$ cat config.mk
export PLATFORM = sky130hd
export DESIGN_NAME = rect_draw_engine_flat
export DESIGN_NICKNAME = d
export VERILOG_FILES = /design/src/rtl/draw_pkg.sv /design/src/rtl/rect_draw_engine_if.sv /design/src/rtl/rect_draw_engine_scan.sv /design/src/rtl/rect_draw_engine.sv /design/src/flat_wrapper.sv
export SDC_FILE = /design/constraint.sdc
export NUM_CORES = 1
export LEC_CHECK = 0
export BUFFER_PORTS_ARGS = -buffer_cell sky130_fd_sc_hd__buf_2
export CORE_MARGIN = 1.5
export CORE_UTILIZATION = 55
export DETAILED_ROUTE_END_ITERATION = 8
export PLACE_DENSITY = 0.88
export SLEW_MARGIN = 0
export SYNTH_ARGS = -nofsm -noshare
export SYNTH_HDL_FRONTEND = slang
export SYNTH_SLANG_ARGS = --single-unit
$ cat constraint.sdc
create_clock -name clk -period 14 [get_ports clk]
set_input_delay 2.8 -clock clk [delete_from_list [all_inputs] [get_ports clk]]
set_output_delay 2.8 -clock clk [all_outputs]
set_load 0.05 [all_outputs]
$ cat src/rtl/draw_pkg.sv
// Shared types and constants for the rectangle draw engine.
package draw_pkg;

  typedef enum logic [1:0] {IDLE, SCAN, DONE} state_e;

  localparam logic MODE_FILL    = 1'b0;
  localparam logic MODE_OUTLINE = 1'b1;

  localparam int SCREEN_W = 320;
  localparam int SCREEN_H = 240;

endpackage

$ cat src/rtl/rect_draw_engine_if.sv
// Request and pixel-stream handshake bundle of rect_draw_engine.
// slave = engine view, master = requester/sink view.
interface rect_draw_if #(
  parameter int X_W      = 9,
  parameter int Y_W      = 9,
  parameter int COLOUR_W = 6,
  parameter int SIZE_W   = 9
);
  logic                req_valid;
  logic                req_ready;
  logic [X_W-1:0]      req_x;
  logic [Y_W-1:0]      req_y;
  logic [SIZE_W-1:0]   req_w;
  logic [SIZE_W-1:0]   req_h;
  logic [COLOUR_W-1:0] req_colour;
  logic                req_mode;
  logic                pix_valid;
  logic                pix_ready;
  logic [X_W-1:0]      pix_x;
  logic [Y_W-1:0]      pix_y;
  logic [COLOUR_W-1:0] pix_colour;

  modport slave (
    input  req_valid, req_x, req_y, req_w, req_h, req_colour, req_mode, pix_ready,
    output req_ready, pix_valid, pix_x, pix_y, pix_colour
  );

  modport master (
    output req_valid, req_x, req_y, req_w, req_h, req_colour, req_mode, pix_ready,
    input  req_ready, pix_valid, pix_x, pix_y, pix_colour
  );
endinterface

$ cat src/rtl/rect_draw_engine_scan.sv
// 2-D col/row scan counter. Exposes the position the scan moves to next, so
// the engine can register that pixel's output ahead of time.
module rect_scan_counter #(
  parameter int SIZE_W = 9
) (
  input  logic              clk,
  input  logic              resetn,
  input  logic              clr_i,
  input  logic              en_i,
  input  logic [SIZE_W-1:0] w_i,
  input  logic [SIZE_W-1:0] h_i,
  output logic [SIZE_W-1:0] col_nxt_o,
  output logic [SIZE_W-1:0] row_nxt_o,
  output logic              last_o,
  output logic              edge_nxt_o
);
  logic [SIZE_W-1:0] col_q, row_q, wm1, hm1;
  logic              col_end;

  assign wm1        = w_i - SIZE_W'(1);
  assign hm1        = h_i - SIZE_W'(1);
  assign col_end    = (col_q == wm1);
  assign last_o     = col_end && (row_q == hm1);
  assign col_nxt_o  = col_end ? '0 : col_q + SIZE_W'(1);
  assign row_nxt_o  = col_end ? row_q + SIZE_W'(1) : row_q;
  // Border test of the upcoming position (outline mode keeps only these)
  assign edge_nxt_o = (col_nxt_o == '0) || (col_nxt_o == wm1) ||
                      (row_nxt_o == '0) || (row_nxt_o == hm1);

  always_ff @(posedge clk) begin
    if (!resetn || clr_i) begin
      col_q <= '0;
      row_q <= '0;
    end else if (en_i) begin
      col_q <= col_nxt_o;
      row_q <= row_nxt_o;
    end
  end
endmodule

$ cat src/rtl/rect_draw_engine.sv
// Rectangle rasteriser: one request -> row-major stream of pixel writes.
// Optional screen clipping with `define RECT_DRAW_CLIP_EN.
module rect_draw_engine
  import draw_pkg::*;
#(
  parameter int X_W      = 9,
  parameter int Y_W      = 9,
  parameter int COLOUR_W = 6,
  parameter int SIZE_W   = 9,
  parameter int SCREEN_W = draw_pkg::SCREEN_W,
  parameter int SCREEN_H = draw_pkg::SCREEN_H
) (
  input  logic       clk,
  input  logic       resetn,
  rect_draw_if.slave bus,
  output logic       busy,
  output logic       done
);
`ifdef RECT_DRAW_CLIP_EN
  localparam int XC_W = X_W + 1;
  localparam int YC_W = Y_W + 1;
`else
  localparam int XC_W = X_W;
  localparam int YC_W = Y_W;
`endif

  state_e              state_q;
  logic [X_W-1:0]      x0_q;
  logic [Y_W-1:0]      y0_q;
  logic [SIZE_W-1:0]   w_q, h_q;
  logic [COLOUR_W-1:0] colour_q;
  logic                mode_q;
  logic                pix_valid_q, done_q;
  logic [X_W-1:0]      pix_x_q;
  logic [Y_W-1:0]      pix_y_q;
  logic [COLOUR_W-1:0] pix_colour_q;

  logic [SIZE_W-1:0]   col_nxt, row_nxt;
  logic                last, edge_nxt, advance, step, edge_ok, on_screen, emit;
  logic [XC_W-1:0]     cand_x_d;
  logic [YC_W-1:0]     cand_y_d;

  rect_scan_counter #(.SIZE_W(SIZE_W)) u_scan (
    .clk       (clk),
    .resetn    (resetn),
    .clr_i     (state_q == IDLE),
    .en_i      (step),
    .w_i       (w_q),
    .h_i       (h_q),
    .col_nxt_o (col_nxt),
    .row_nxt_o (row_nxt),
    .last_o    (last),
    .edge_nxt_o(edge_nxt)
  );

  // In IDLE the candidate is the request origin, i.e. position (0,0)
  always_comb begin
    cand_x_d = XC_W'(x0_q) + XC_W'(col_nxt);
    cand_y_d = YC_W'(y0_q) + YC_W'(row_nxt);
    edge_ok  = (mode_q == MODE_FILL) || edge_nxt;
    if (state_q == IDLE) begin
      cand_x_d = XC_W'(bus.req_x);
      cand_y_d = YC_W'(bus.req_y);
      edge_ok  = 1'b1;
    end
  end

`ifdef RECT_DRAW_CLIP_EN
  assign on_screen = (cand_x_d < XC_W'(SCREEN_W)) && (cand_y_d < YC_W'(SCREEN_H));
`else
  logic unused_screen;
  assign unused_screen = SCREEN_W[0] ^ SCREEN_H[0];
  assign on_screen     = 1'b1;
`endif

  assign emit    = edge_ok && on_screen;
  // A suppressed position shows pix_valid=0 and moves on regardless of ready
  assign advance = !pix_valid_q || bus.pix_ready;
  assign step    = (state_q == SCAN) && advance && !last;

  always_ff @(posedge clk) begin
    if (!resetn) begin
      state_q      <= IDLE;
      x0_q         <= '0;
      y0_q         <= '0;
      w_q          <= '0;
      h_q          <= '0;
      colour_q     <= '0;
      mode_q       <= MODE_FILL;
      pix_valid_q  <= 1'b0;
      pix_x_q      <= '0;
      pix_y_q      <= '0;
      pix_colour_q <= '0;
      done_q       <= 1'b0;
    end else begin
      done_q <= 1'b0;
      case (state_q)
        IDLE: if (bus.req_valid) begin
          x0_q     <= bus.req_x;
          y0_q     <= bus.req_y;
          w_q      <= bus.req_w;
          h_q      <= bus.req_h;
          colour_q <= bus.req_colour;
          mode_q   <= bus.req_mode;
          if (bus.req_w == '0 || bus.req_h == '0) begin
            state_q <= DONE;
            done_q  <= 1'b1;
          end else begin
            state_q      <= SCAN;
            pix_valid_q  <= emit;
            pix_x_q      <= X_W'(cand_x_d);
            pix_y_q      <= Y_W'(cand_y_d);
            pix_colour_q <= bus.req_colour;
          end
        end
        SCAN: if (advance) begin
          if (last) begin
            state_q     <= DONE;
            done_q      <= 1'b1;
            pix_valid_q <= 1'b0;
          end else begin
            pix_valid_q  <= emit;
            pix_x_q      <= X_W'(cand_x_d);
            pix_y_q      <= Y_W'(cand_y_d);
            pix_colour_q <= colour_q;
          end
        end
        DONE:    state_q <= IDLE;
        default: state_q <= IDLE;
      endcase
    end
  end

  assign bus.req_ready  = (state_q == IDLE);
  assign bus.pix_valid  = pix_valid_q;
  assign bus.pix_x      = pix_x_q;
  assign bus.pix_y      = pix_y_q;
  assign bus.pix_colour = pix_colour_q;
  assign busy           = (state_q != IDLE);
  assign done           = done_q;
endmodule

$ cat src/flat_wrapper.sv
// flat-port wrapper written by rule: the top's interface ports become plain ports
module rect_draw_engine_flat import draw_pkg::*;
#(
  parameter int X_W      = 9,
  parameter int Y_W      = 9,
  parameter int COLOUR_W = 6,
  parameter int SIZE_W   = 9,
  parameter int SCREEN_W = draw_pkg::SCREEN_W,
  parameter int SCREEN_H = draw_pkg::SCREEN_H
)
  (clk, resetn, busy, done, bus_req_valid, bus_req_x, bus_req_y, bus_req_w, bus_req_h, bus_req_colour, bus_req_mode, bus_pix_ready, bus_req_ready, bus_pix_valid, bus_pix_x, bus_pix_y, bus_pix_colour);
  rect_draw_if #(.X_W(X_W), .Y_W(Y_W), .COLOUR_W(COLOUR_W), .SIZE_W(SIZE_W)) bus_i ();
  input  logic clk;
  input  logic resetn;
  output logic busy;
  output logic done;
  input wire logic [$bits(bus_i.req_valid)-1:0] bus_req_valid;
  input wire logic [$bits(bus_i.req_x)-1:0] bus_req_x;
  input wire logic [$bits(bus_i.req_y)-1:0] bus_req_y;
  input wire logic [$bits(bus_i.req_w)-1:0] bus_req_w;
  input wire logic [$bits(bus_i.req_h)-1:0] bus_req_h;
  input wire logic [$bits(bus_i.req_colour)-1:0] bus_req_colour;
  input wire logic [$bits(bus_i.req_mode)-1:0] bus_req_mode;
  input wire logic [$bits(bus_i.pix_ready)-1:0] bus_pix_ready;
  output wire logic [$bits(bus_i.req_ready)-1:0] bus_req_ready;
  output wire logic [$bits(bus_i.pix_valid)-1:0] bus_pix_valid;
  output wire logic [$bits(bus_i.pix_x)-1:0] bus_pix_x;
  output wire logic [$bits(bus_i.pix_y)-1:0] bus_pix_y;
  output wire logic [$bits(bus_i.pix_colour)-1:0] bus_pix_colour;
  assign bus_i.req_valid = bus_req_valid;
  assign bus_i.req_x = bus_req_x;
  assign bus_i.req_y = bus_req_y;
  assign bus_i.req_w = bus_req_w;
  assign bus_i.req_h = bus_req_h;
  assign bus_i.req_colour = bus_req_colour;
  assign bus_i.req_mode = bus_req_mode;
  assign bus_i.pix_ready = bus_pix_ready;
  assign bus_req_ready = bus_i.req_ready;
  assign bus_pix_valid = bus_i.pix_valid;
  assign bus_pix_x = bus_i.pix_x;
  assign bus_pix_y = bus_i.pix_y;
  assign bus_pix_colour = bus_i.pix_colour;
  rect_draw_engine #(.X_W(X_W), .Y_W(Y_W), .COLOUR_W(COLOUR_W), .SIZE_W(SIZE_W), .SCREEN_W(SCREEN_W), .SCREEN_H(SCREEN_H)) u_core (.clk(clk), .resetn(resetn), .bus(bus_i), .busy(busy), .done(done));
endmodule
==> results of run 1 <==
[cells in the final DEF, fill, tap and decap left out, types with 7 or more instances in the layout]
cell / synthesis / routed
a311oi_1: 7 / 7
xor2_1: 16 / 16
o21ai_0: 11 / 11
nand4_1: 9 / 9
dfxtp_1: 89 / 89
xnor2_1: 52 / 52
ha_1: 20 / 20
nor3_1: 19 / 19
nor2_1: 55 / 55
nand3_1: 18 / 18
a21oi_1: 66 / 66
a21boi_0: 12 / 12
nor2b_1: 8 / 8
nand2_1: 142 / 142
o211ai_1: 7 / 7
o211a_1: 8 / 8
buf_2: 7 / 74
clkbuf_8: 0 / 9
inv_1: 18 / 18
nor4_1: 8 / 8
[cells in the mapped netlist, types with 12 or more instances]
master	n
ha_1	20
xnor2_1	52
nand2_1	142
inv_1	18
xor2_1	16
a21boi_0	12
dfxtp_1	89
nor2_1	55
nand3_1	18
nor3_1	19
clkbuf_1	35
a21oi_1	66
[final timing paths]
check	cells after the start	endpoint	slack [ns]
max reg2reg	18	u_core.bus.pix_x[8]$_SDFFE_PN0P_	9.24
min reg2reg	2	u_core.y0_q[3]$_SDFFE_PN0P_	0.47
max	18	u_core.bus.pix_x[8]$_SDFFE_PN0P_	9.24
min	2	u_core.y0_q[3]$_SDFFE_PN0P_	0.47
[cells by family after synthesis]
logic type / after synthesis
XOR/XNOR: 72
AO/OA/AOI/OAI: 150
adder cells (fa/ha/maj): 22
buffers and inverters: 62
multiplexers: 3
flip-flops: 89
AND/OR/NAND/NOR: 299
[critical path, cell delays in order (launching register included)]
cell and delay, ns:
dfxtp_1 0.48, inv_1 0.13, ha_1 0.26, nor3b_1 0.17, xnor2_1 0.34, xnor2_1 0.17
a2111oi_4 0.44, nand2_2 0.36, and2_1 0.34, fa_1 0.44, a21o_1 0.18, a21oi_1 0.23
o21bai_1 0.09, a21oi_1 0.21, o21bai_1 0.09, a21oi_1 0.20, xnor3_1 0.33, nor2_1 0.09
o22ai_1 0.09
[state kept, by name, summed over array words and instances (netlist names)]
signal,flops
u_core.w_q,9
u_core.state_q,2
u_core.bus.pix_x,9
u_core.done,1
u_core.h_q,9
u_core.u_scan.row_q,9
u_core.mode_q,1
u_core.y0_q,9
u_core.x0_q,9
u_core.bus.pix_colour,6
u_core.colour_q,6
u_core.u_scan.col_q,9
u_core.bus.pix_y,9
u_core.bus.pix_valid,1
[final cells by class]
type	count	area share, %
multi-input combinational	546	56.3
timing repair buffer	79	6.77
sequential	89	29.6
inverter	19	1.18
clock buffer	9	2.06
tap	133	2.76
clock inverter	7	1.35
[stage by stage]
step                      cells  util (%)  power [mW]
after global placement      866      60.4       0.500
after floorplan             697         -       0.459
after CTS                   882      62.5       0.694
final                       882      62.5       0.694
after global routing        882      62.5       0.726
after detailed placement    866      60.4       0.509
[routing by layer]
metal | vias to the layer above | track usage (%)
li1 | 2492 | -
met1 | 2443 | 32.8
met2 | 209 | 46.6
met3 | 27 | 4.72
met4 | 0 | 10.6
met5 | - | 0
[power by group through the flow]
stage | registers (mW) | logic [mW] | clock network [mW]
global route | 0.296 | 0.231 | 0.200
detailed placement | 0.298 | 0.211 | 0
finish | 0.293 | 0.212 | 0.189
CTS | 0.292 | 0.212 | 0.190
floorplan | 0.335 | 0.124 | 0
global placement | 0.297 | 0.203 | 0
==> flow_summary.json, run 1 <==
{
  "slew_viol_final": 0,
  "dieArea_um2": 10400,
  "dp_slack_ns": 9.20,
  "syn_area_um2": 5410,
  "synth-compound-area-share_pct": 18.3,
  "regArea_um2": 1780,
  "multi_input_area_um2": 3390,
  "routed.top_layer": "met4",
  "dr.pass1.iters": 5,
  "drc": 0,
  "synth_edf_count": 0,
  "ys_top_cells_by_area": "dfxtp_1, nand2_1, xnor2_1, a21oi_1, ha_1",
  "irDropWorstVdd_mv": 0.0825,
  "vias": 5171,
  "required_ns": 14.24,
  "grt_overflow": 0,
  "critPathLaunch": "u_core.w_q[0]$_SDFFE_PN0P_",
  "synthArstFlopShare_pct": 0,
  "timing.rr.start": "u_core.w_q[0]$_SDFFE_PN0P_",
  "path_max_fanout": 19,
  "ys_warn_count": 0,
  "p_sw_mw": 0.262,
  "grt_pass1_vias": 4918,
  "synthCells": 697,
  "hold_viol_final": 0,
  "switching_share_pct": 37.8,
  "post_cts.repair.setup_buffers": 0,
  "drv_cap": 0,
  "cts_resized": 0,
  "synth_nets": 766,
  "cts_tree": "built",
  "antenna_cells": 0,
  "synth-xor-area-share_pct": 12.7,
  "skew_ns": 0.0153,
  "setup_slack_ns": 9.24,
  "rsz0062_at_grt": "false",
  "fmaxAchievable_mhz": 210,
  "hp-class": "reg -> reg",
  "grt_pass1_wl_um": 22200,
  "fin_nets": 813,
  "rows": 36,
  "syn_to_final_growth_pct": 11.3,
  "h-tree-depth": 3,
  "cts_sinks": 89,
  "n_fill_cell": 848,
  "setup_viol": 0,
  "layout_min_cycle_time_ns": 4.76,
  "die_w_um": 102,
  "yosys.area.top_type": "dfxtp_1",
  "grt_max_degree": 47,
  "p_clk_share_pct": 27.3,
  "clockBufferDepth": 2,
  "die_h_um": 102,
  "wl_met2_um": 6750,
  "io_pins": 75,
  "ctsRootBufferMaster": "clkbuf_8",
  "synth_top_family_by_area": "simple AND/OR/NAND/NOR gates",
  "wl_met3_um": 815,
  "dpl.hpwl_um": 9950,
  "globalRouteTotalUtil_pct": 26.8,
  "portBuffers": 74,
  "layout-drive-gt1-share_pct": 14.8,
  "wl_met1_um": 5790,
  "hold_ws_ns": 0.469,
  "synthMuxAreaShare_pct": 0.555,
  "critical_path_class": "reg -> reg",
  "yosys.area_share.simple_pct": 25.6,
  "leakage_nw": 2.49,
  "run_status": "finished clean",
  "clk-insertion-delay-late_ns": 0.38,
  "antenna_found_initial": 0,
  "synthAdderAreaFrac_pct": 5.36,
  "core_um2": 9640,
  "fin_setup_tns_ns": 0,
  "avgSynthCellArea_um2": 7.77,
  "synth_top_area_share_pct": 32.9,
  "internal_power_mw": 0.431,
  "synth.yosys.seq_area_share_pct": 32.9,
  "gp_congestion": 0.955,
  "slew_headroom_pct": 46.2,
  "drt-total-wl_um": 13600,
  "ant_nets": 0,
  "power.density_nw_per_um2": 115,
  "pwr-share-comb_pct": 30.5,
  "clk_pin_slew_ns": 0.09,
  "cp-start-kind": "flop",
  "synth-seq-cells": 89,
  "critPathArrivalTime_ns": 5.00,
  "post-route-period-util_pct": 34.0,
  "yosysUniqueCellTypes": 60,
  "placed_cell_area_um2": 5820,
  "fin_area_um2": 6020,
  "post_drt_wl_per_cell_um": 15.4,
  "initial_core_util_pct": 56.2,
  "vias_per_cell": 5.86,
  "drt_iter0_markers": 391,
  "p_seq_share_pct": 42.2,
  "numCtsBuffers": 9,
  "worst_pin_slew_ns": 0.806,
  "cp-end-kind": "flop",
  "synth-main-ff-cell": "dfxtp_1",
  "min-delay-start": "u_core.y0_q[3]$_SDFFE_PN0P_",
  "cts.hold.buffers_added": 0
}
Note: power is estimated with default switching activity, not from simulation.
==> inputs of run 2 (changes only) <==
--- a/config.mk
+++ b/config.mk
@@ -5,6 +5,7 @@
 export SDC_FILE = /design/constraint.sdc
 export NUM_CORES = 1
 export LEC_CHECK = 0
+export ABC_AREA = 1
 export BUFFER_PORTS_ARGS = -buffer_cell sky130_fd_sc_hd__buf_2
 export CORE_MARGIN = 1.5
 export CORE_UTILIZATION = 55
==> constraint.sdc (replaced) <==
create_clock -name clk -period 4.8 [get_ports clk]
set_input_delay 0.96 -clock clk [delete_from_list [all_inputs] [get_ports clk]]
set_output_delay 0.96 -clock clk [all_outputs]
set_load 0.05 [all_outputs]
==> flow_summary.json, run 2 <==
{
  "run_status": "finished clean",
  "dp_slack_ns": 0.637,
  "internal_power_mw": 1.27,
  "irDropWorstVdd_mv": 0.305,
  "path_max_fanout": 19,
  "post_cts.repair.setup_buffers": 0,
  "regArea_um2": 1780,
  "fin_setup_tns_ns": 0,
  "power.density_nw_per_um2": 343,
  "grt_pass1_wl_um": 23400,
  "hold_ws_ns": 0.471,
  "portBuffers": 74,
  "setup_slack_ns": 0.546,
  "leakage_nw": 2.93,
  "final_cell_mix": "nand2_1, nor2_1, dfxtp_1",
  "cpPeakStageDelay_ns": 0.39,
  "n_fill_cell": 917,
  "layout_commonest_cell": "nand2_1",
  "vias_per_cell": 5.53,
  "core_um2": 9730,
  "yosysUniqueCellTypes": 41,
  "ys_top_cells_by_area": "dfxtp_1, nand2_1, o21ai_0, nor2_1, a21oi_1",
  "layout_min_cycle_time_ns": 4.25,
  "drt-total-wl_um": 14500,
  "syn_area_um2": 5500,
  "avgSynthCellArea_um2": 6.59,
  "drt_iter0_markers": 431,
  "h-tree-depth": 3,
  "synth_most_common_cell": "nand2_1",
  "ctsRootBufferMaster": "clkbuf_8",
  "fin_nets": 963,
  "cp-end-kind": "flop",
  "grt_pass1_vias": 5064,
  "cts_sinks": 89,
  "synth_edf_count": 0,
  "synth-main-ff-cell": "dfxtp_1",
  "critical_path_class": "reg -> reg",
  "synthCells": 834,
  "synth.yosys.seq_area_share_pct": 32.4,
  "hp-class": "reg -> reg",
  "synth_common_cells": "nand2_1, nor2_1, dfxtp_1, o21ai_0, inv_1",
  "antenna_found_initial": 0,
  "setup_viol": 0,
  "initial_core_util_pct": 56.5,
  "clk-insertion-delay-late_ns": 0.38,
  "rows": 36,
  "slowest_stage": "fa_1",
  "switching_share_pct": 39.6,
  "multi_input_area_um2": 3240,
  "yosys.area.top_type": "dfxtp_1",
  "clk_pin_slew_ns": 0.10,
  "io_pins": 75,
  "post_drt_wl_per_cell_um": 14.1,
  "drc": 0,
  "p_clk_share_pct": 26.0,
  "syn_to_final_growth_pct": 11.6,
  "cts.hold.buffers_added": 0,
  "rsz0062_at_grt": "false",
  "dpl.hpwl_um": 11000,
  "dieArea_um2": 10600,
  "gp_congestion": 0.974,
  "hold_viol_final": 0,
  "synthArstFlopShare_pct": 0,
  "skew_ns": 0.0135,
  "die_w_um": 103,
  "layout-drive-gt1-share_pct": 13.1,
  "p_seq_share_pct": 41.0,
  "globalRouteTotalUtil_pct": 28.4,
  "antenna_cells": 0,
  "drv_cap": 0,
  "grt_max_degree": 61,
  "ys_warn_count": 0,
  "cp-start-kind": "flop",
  "die_h_um": 103,
  "slew_headroom_pct": 17.0,
  "required_ns": 5.07,
  "clockBufferDepth": 2,
  "pwr-share-comb_pct": 33.0,
  "dr.pass1.iters": 7,
  "slew_viol_final": 0,
  "power.total_mw": 2.11,
  "numCtsBuffers": 9,
  "p_sw_mw": 0.833,
  "synth_top_area_share_pct": 32.4,
  "vias": 5704,
  "cts_tree": "built",
  "synth_nets": 903,
  "fmaxAchievable_mhz": 235,
  "grt_overflow": 0,
  "ant_nets": 0,
  "critPathArrivalTime_ns": 4.52,
  "cp_common_cell": "nand2_1",
  "synth-seq-cells": 89,
  "post-route-period-util_pct": 88.6,
  "cts_resized": 0,
  "worst_pin_slew_ns": 1.24
}
run 2: cell types whose count changed after synthesis, sizes merged, moves of 17 or more:
cell | before | now
o21ai | 12 | 89
inv | 19 | 85
nand2 | 144 | 205
nor2 | 55 | 105
xnor2 | 52 | 6
nand3 | 18 | 44
nor3 | 19 | 2
run 2: metrics by stage:
step                cell area (um2)  utilization [%]  std cells
floorplan                      5500                -        834
global placement               5930             60.9       1016
detailed placement             5930             60.9       1016
CTS                            6130             63.0       1032
global route                   6130             63.0       1032
finish                         6130             63.0       1032
run 2: kinds of logic after synthesis:
kind of cell               count (synthesis)  synth area share [%]
DFF                                       89                  32.4
and+or+nand+nor                          379                  29.4
AOI/OAI and AO/OA                        194                  19.1
buffers and inverters                    118                  8.67
adders and majority gates                 22                  5.28
xor gates and xnor gates                  32                  5.10
run 2: cell type report:
type | instances | share of cell area [%]
Clock buffer | 10 | 2.08
Clock inverter | 6 | 1.24
Inverter | 87 | 5.33
Multi-Input combinational cell | 627 | 52.8
Sequential cell | 89 | 29.1
Tap cell | 133 | 2.71
Timing Repair Buffer | 80 | 6.77
run 2: layer usage:
| metal | GRT usage (%) | share of wire, % | vias up |
|---|---|---|---|
| li1 | - | - | 2860 |
| met3 | 5.90 | 7.4 | 33 |
| met4 | 11.0 | 2.6 | 0 |
| met2 | 46.5 | 46 | 207 |
| met1 | 36.9 | 44 | 2604 |
| met5 | 0 | 0 | - |
run 2: path summary, 6_finish.rpt:
path | from | cells past startpoint | end | slack, ns
worst max-delay path | u_core.w_q[0]$_SDFFE_PN0P_ | 29 | u_core.bus.pix_y[8]$_SDFFE_PN0P_ | 0.55
worst min-delay path | u_core.bus.pix_y[2]$_SDFFE_PN0P_ | 2 | u_core.bus.pix_y[2]$_SDFFE_PN0P_ | 0.47
worst max register to register | u_core.w_q[0]$_SDFFE_PN0P_ | 29 | u_core.bus.pix_y[8]$_SDFFE_PN0P_ | 0.55
worst min register to register | u_core.bus.pix_y[2]$_SDFFE_PN0P_ | 2 | u_core.bus.pix_y[2]$_SDFFE_PN0P_ | 0.47
run 2: critical path, delay by kind of cell (launching register included):
kind	cells	cell delay [ns]
buffers and inverters	4	0.31
AND/OR/NAND/NOR	16	1.62
XOR/XNOR	1	0.12
adder cells (fa/ha/maj)	3	0.85
AO/OA/AOI/OAI	5	0.84
flip-flops	1	0.37
run 2: power groups by stage:
stage          logic (mW)  clock network, mW  registers, mW
3_5_place_dp        0.686                  0          0.877
2_1_floorplan       0.430                  0          0.969
4_1_cts             0.689              0.551          0.861
5_1_grt             0.773              0.574          0.871
3_3_place_gp        0.670                  0          0.876
6_report            0.696              0.546          0.863
